### src/rtl/memory_cycle.sv
// RISC-V M stage: issues one load/store at a time on a req/ack bus, aligns load data and registers the W stage.
// Latency: 1 cycle for non-memory/faulting ops, >=2 cycles for memory ops; StallM holds upstream while an access is pending.
module memory_cycle (
    input  logic        clk,
    input  logic        rst,
    input  logic        RegWriteM,
    input  logic        MemWriteM,
    input  logic        ResultSrcM,
    input  logic [2:0]  funct3M,
    input  logic [4:0]  RD_M,
    input  logic [31:0] PCPlus4M,
    input  logic [31:0] ALU_ResultM,
    input  logic [31:0] WriteDataM,
    output logic        StallM,
    output logic        mem_req,
    output logic        mem_we,
    output logic [31:0] mem_addr,
    output logic [3:0]  mem_be,
    output logic [31:0] mem_wdata,
    input  logic        mem_ack,
    input  logic [31:0] mem_rdata,
    output logic        RegWriteW,
    output logic        ResultSrcW,
    output logic        FaultW,
    output logic [4:0]  RD_W,
    output logic [31:0] PCPlus4W,
    output logic [31:0] ALU_ResultW,
    output logic [31:0] ReadDataW
);

    typedef enum logic {IDLE, BUSY} state_t;
    state_t state;

    logic        memop;
    logic        fault;
    logic [1:0]  off;
    logic [3:0]  be_c;
    logic [31:0] wdata_c;
    logic [31:0] shifted;
    logic [7:0]  byte_sel;
    logic [15:0] half_sel;
    logic [31:0] load_c;

    always_comb begin
        memop = MemWriteM | ResultSrcM;
        off   = ALU_ResultM[1:0];
        fault = 1'b0;
        case (funct3M)
            3'b001, 3'b101:         fault = memop & off[0];
            3'b010:                 fault = memop & (off != 2'b00);
            3'b011, 3'b110, 3'b111: fault = memop;
            default:                fault = 1'b0;
        endcase
    end

    // Store lanes depend on access size; loads always fetch the whole word.
    always_comb begin
        be_c    = 4'b1111;
        wdata_c = 32'd0;
        if (MemWriteM) begin
            case (funct3M[1:0])
                2'b00: begin
                    be_c    = 4'b0001 << off;
                    wdata_c = {4{WriteDataM[7:0]}};
                end
                2'b01: begin
                    be_c    = 4'b0011 << off;
                    wdata_c = {2{WriteDataM[15:0]}};
                end
                default: begin
                    be_c    = 4'b1111;
                    wdata_c = WriteDataM;
                end
            endcase
        end
    end

    always_comb begin
        shifted  = mem_rdata >> {off, 3'b000};
        byte_sel = shifted[7:0];
        half_sel = off[1] ? mem_rdata[31:16] : mem_rdata[15:0];
        case (funct3M)
            3'b000:  load_c = {{24{byte_sel[7]}}, byte_sel};
            3'b001:  load_c = {{16{half_sel[15]}}, half_sel};
            3'b100:  load_c = {24'd0, byte_sel};
            3'b101:  load_c = {16'd0, half_sel};
            default: load_c = mem_rdata;
        endcase
    end

    assign StallM = ((state == IDLE) & memop & ~fault) | ((state == BUSY) & ~mem_ack);

    always_ff @(posedge clk) begin
        if (rst) begin
            state       <= IDLE;
            mem_req     <= 1'b0;
            mem_we      <= 1'b0;
            mem_addr    <= 32'd0;
            mem_be      <= 4'd0;
            mem_wdata   <= 32'd0;
            RegWriteW   <= 1'b0;
            ResultSrcW  <= 1'b0;
            FaultW      <= 1'b0;
            RD_W        <= 5'd0;
            PCPlus4W    <= 32'd0;
            ALU_ResultW <= 32'd0;
            ReadDataW   <= 32'd0;
        end else if (state == IDLE) begin
            if (memop && !fault) begin
                state      <= BUSY;
                mem_req    <= 1'b1;
                mem_we     <= MemWriteM;
                mem_addr   <= {ALU_ResultM[31:2], 2'b00};
                mem_be     <= be_c;
                mem_wdata  <= wdata_c;
                RegWriteW  <= 1'b0;
                ResultSrcW <= 1'b0;
                FaultW     <= 1'b0;
                RD_W       <= 5'd0;
            end else begin
                RegWriteW   <= RegWriteM & ~fault;
                ResultSrcW  <= ResultSrcM & ~fault;
                FaultW      <= fault;
                RD_W        <= RD_M;
                PCPlus4W    <= PCPlus4M;
                ALU_ResultW <= ALU_ResultM;
                ReadDataW   <= 32'd0;
            end
        end else begin
            // Bus outputs stay frozen until the ack; inputs are held stable by upstream.
            if (mem_ack) begin
                state       <= IDLE;
                mem_req     <= 1'b0;
                RegWriteW   <= RegWriteM;
                ResultSrcW  <= ResultSrcM;
                FaultW      <= 1'b0;
                RD_W        <= RD_M;
                PCPlus4W    <= PCPlus4M;
                ALU_ResultW <= ALU_ResultM;
                ReadDataW   <= mem_we ? 32'd0 : load_c;
            end else begin
                RegWriteW  <= 1'b0;
                ResultSrcW <= 1'b0;
                FaultW     <= 1'b0;
                RD_W       <= 5'd0;
            end
        end
    end

endmodule

### config.mk
export PLATFORM = sky130hd
export DESIGN_NAME = memory_cycle
export DESIGN_NICKNAME = d
export VERILOG_FILES = /design/src/rtl/memory_cycle.sv
export SDC_FILE = /design/constraint.sdc
export NUM_CORES = 1
export LEC_CHECK = 0
export BUFFER_PORTS_ARGS = -buffer_cell sky130_fd_sc_hd__buf_2
export CORE_AREA = 2 2 125 127
export CTS_CLUSTER_DIAMETER = 80
export DETAILED_ROUTE_END_ITERATION = 8
export DIE_AREA = 0 0 127 129
export PLACE_DENSITY = 0.84
export SYNTH_ARGS = -nofsm -noshare
export SYNTH_HDL_FRONTEND = slang
export SYNTH_SLANG_ARGS = --single-unit
### constraint.sdc
create_clock -name clk -period 2 [get_ports clk]
set_input_delay 0 -clock clk [delete_from_list [all_inputs] [get_ports clk]]
set_output_delay 0 -clock clk [all_outputs]
set_load 0.02 [all_outputs]
==> summary.txt <==
Outcome
  • Status: finished, final reports clean

Min path
  • Worst Hold Class: in2reg
  • Min-delay src: funct3M[0]
  • Worst Hold End: mem_be[3]
  • Hold Path Depth: 3

STA
  • Fin Setup TNS: 0 ns
  • Slew of the pin with the lowest slew margin: between 0.5 and 0.6 ns
  • Final Hold Viols: 0
  • Final setup fails: 0
  • Slew Limit Headroom: 0.6026
  • Hold WS: 0.03476 ns
  • Max Slew Vio Count: 0
  • Final Cycle Share: 0.9791
  • Final Skew: about 0.0092 ns
  • Minimum clock period: 1.958 ns
  • Setup ws final: between 0.04 and 0.05 ns
  • RSZ-0062 raised after global routing: false
  • Max Fclk: approximately 510 MHz

Logic synthesis
  • Post-synth top area cell: dfxtp_1
  • Sequential area share after synthesis: 0.5436
  • Synth Register Bits: between 150 and 200
  • Avg Cell Area, Syn: 10.62 um^2
  • Instance count of the mapped netlist: 600
  • Yosys warns: 0
  • Share of the synthesized area in the top cell type: 0.5436
  • Post-synth EDFFs: 0
  • Post-synth top flop: dfxtp_1
  • Ys async rst share: 0
  • Synthesized area: 6371 um^2
  • Synth unique cells: 50
  • Synth top area cells: dfxtp_1, a22o_1, mux2i_1

CTS
  • Clock sinks: 173
  • Number of buffers created by CTS: 17
  • H-tree Lvls: 4
  • Clk_lat worst skew: 0.42 ns
  • CTS tree: yes
  • Clk slew on worst S/H paths: ~0.070 ns
  • Clock root buffer: clkbuf_16
  • Clk buf depth: 2

Detailed routing
  • Vias/cell: 5.366
  • Routed length per instance: 18.57 um
  • Remaining DRCs: 0
  • Initial DRC count: 382
  • Antenna Nets Post-Route: 0
  • Pre-Repair DR Iteration Count: 5
  • DR vias: 6,675
  • Final WL: about 23,000 um

Cells and area
  • Ratio of cells with drive above 1 in the final layout: 0.3617
  • Layout area overhead: 58.92%
  • Final #Nets: 1,186
  • Antenna Cells: 0
  • Fin area: 10,120 um^2

Placed design
  • Number of port buffers: 314
  • GPL Wtd Cong: around 0.84
  • Post-placement cell area: 8139 um^2
  • Worst slack, placed: 0.1694 ns
  • Hpwl dp: 14,180 um

Floorplanning
  • Initial Util: 0.4254
  • Die H: 129 um
  • Die X: approximately 130 um
  • IO Pins: ~320
  • Core box area: 14,980 um^2
  • Die area: roughly 16,000 um^2
  • Num rows: 45

Worst setup path
  • Slowest CP cell: dlygate4sd3_1
  • Critical path class: in2reg
  • Worst Path Max Fanout: 24
  • RR Startpoint: state
  • CP top delay family: buffers and inverters
  • Worst-path cell chain: dlygate4sd3_1 -> buf_2 -> buf_4 -> buf_4 -> mux2i_1 -> dlygate4sd3_1 -> o2bb2ai_1
  • Worst Path Buf+Inv: 5
  • R2R Setup Slk: 0.15 ns
  • CP arrival: 2.25 ns
  • Crit. End Element: register
  • Reg2reg path depth: 5
  • Worst endpoint required time: 2.29 ns
  • Startpoint Class: input port
  • R2R Path End: ReadDataW[18]
  • CP peak stage delay: about 0.6 ns

Flow run
  • # Max-Cap Violations: 0

Power
  • Cell Pwr Density: 850.2 nW/um^2
  • Worst vdd ir: approximately 0.61 mV
  • Total design power: roughly 0.0086 W
  • Static Leakage: 4.822 nW

Global route
  • Total track usage: 0.2724
  • Vias in the first global route: about 6,700
  • Largest net degree at the start of global routing: 49
  • Global-route wire length before repair: 35,000 um
  • Gr ovfl total: 0
  • Initial antenna violation count: 1
stage by stage:
stage                     cells  utilization
after CTS                  1244       0.6758
after global placement     1072       0.5434
final                      1244       0.6760
after detailed placement   1072       0.5434
after global routing       1244       0.6760
after floorplan             601            -
worst register-to-register path, delay by kind of cell, from the launching register on:
family / cells / cell delay, ns
compound gates: 1 / 0.16
flops: 1 / 0.48
buf+inv: 1 / 0.25
simple gates: 3 / 0.90
per-layer routing:
layer / GRT usage / vias up / wire, um
met5: 0 / - / 16
met4: 0.1312 / 2 / 769
met3: 0.07193 / 65 / 1778
met2: 0.4883 / 358 / 11700
met1: 0.3012 / 3144 / 8838
li1: - / 3106 / -
synth_stat cells, types with 2 or more instances:
cell,n
nor2b_1,2
dfxtp_1,173
buf_4,3
and3_1,3
o22ai_1,3
a221o_1,16
and2_1,6
nor2_1,14
nor3b_1,3
nand2_1,83
o21ai_0,14
o211ai_1,7
nand2b_1,3
clkbuf_1,27
nor2_2,2
a21oi_1,34
buf_6,3
mux2i_1,33
a221oi_1,7
mux2_2,2
a22o_1,88
o2bb2ai_1,30
buf_2,17
sequential cells by signal, summed over array words and instances (netlist names):
signal	cells
ALU_ResultW	32
PCPlus4W	32
ReadDataW	32
mem_wdata	32
mem_addr	30
RD_W	5
mem_be	4
FaultW	1
RegWriteW	1
ResultSrcW	1
mem_req	1
mem_we	1
state	1
cells by family (layout without fill, tap and decap cells):
| family | Yosys count | in the layout | synth area share |
|---|---|---|---|
| compound gates | 209 | 209 | 0.2620 |
| simple gates | 126 | 126 | 0.09191 |
| other cells | 1 | 2 | 0.0005886 |
| buf+inv | 55 | 510 | 0.04301 |
| flops | 173 | 173 | 0.5436 |
| mux | 36 | 36 | 0.05892 |
layout by cell type (no fill, tap or decap), types with 3 or more instances in the layout:
cell type	n
a21oi_1	34
a221o_1	16
a221oi_1	7
a22o_1	88
and2_1	6
buf_12	4
buf_2	314
buf_4	17
clkbuf_16	17
clkinvlp_4	5
dfxtp_1	173
dlygate4sd3_1	141
inv_6	4
mux2i_1	33
nand2_1	83
nand2b_1	3
nor2_1	14
nor3b_1	3
o211ai_1	7
o21ai_0	14
o22ai_1	3
o2bb2ai_1	30
where the power goes:
| part | internal, W | switching (W) |
|---|---|---|
| combinational | 0.000700 | 0.000885 |
| clock | 0.00185 | 0.00139 |
| sequential | 0.00366 | 0.000125 |
layout make-up:
class	count	area, um^2
Inverter	2	7.507
Timing Repair Buffer	477	3202
Tap cell	188	235.2
Sequential cell	173	3463
Multi-Input combinational cell	373	2646
Fill cell	1117	4852
Clock inverter	12	137.6
Clock buffer	19	432.9
how the worst max path moves through the flow:
stage | slack, ns | from | to | depth (start not counted)
2_1_floorplan | 0.35 | state | ReadDataW[22] | 6
3_3_place_gp | 0.28 | state | ReadDataW[30] | 5
3_5_place_dp | 0.17 | state | ReadDataW[21] | 5
4_1_cts | 0.05 | state | StallM | 5
5_1_grt | 0.004 | funct3M[1] | mem_wdata[16] | 7
6_report | 0.04 | funct3M[1] | mem_wdata[16] | 7
repair_timing:
action / in CTS / in global routing
buffers inserted: 0 / 0
hold buffers: 141 / 0
setup endpoints to repair: 0 / 1
gates resized for setup: 0 / 1
hold endpoints to repair: 171 / 0
Power figures use the tool's default switching activity.
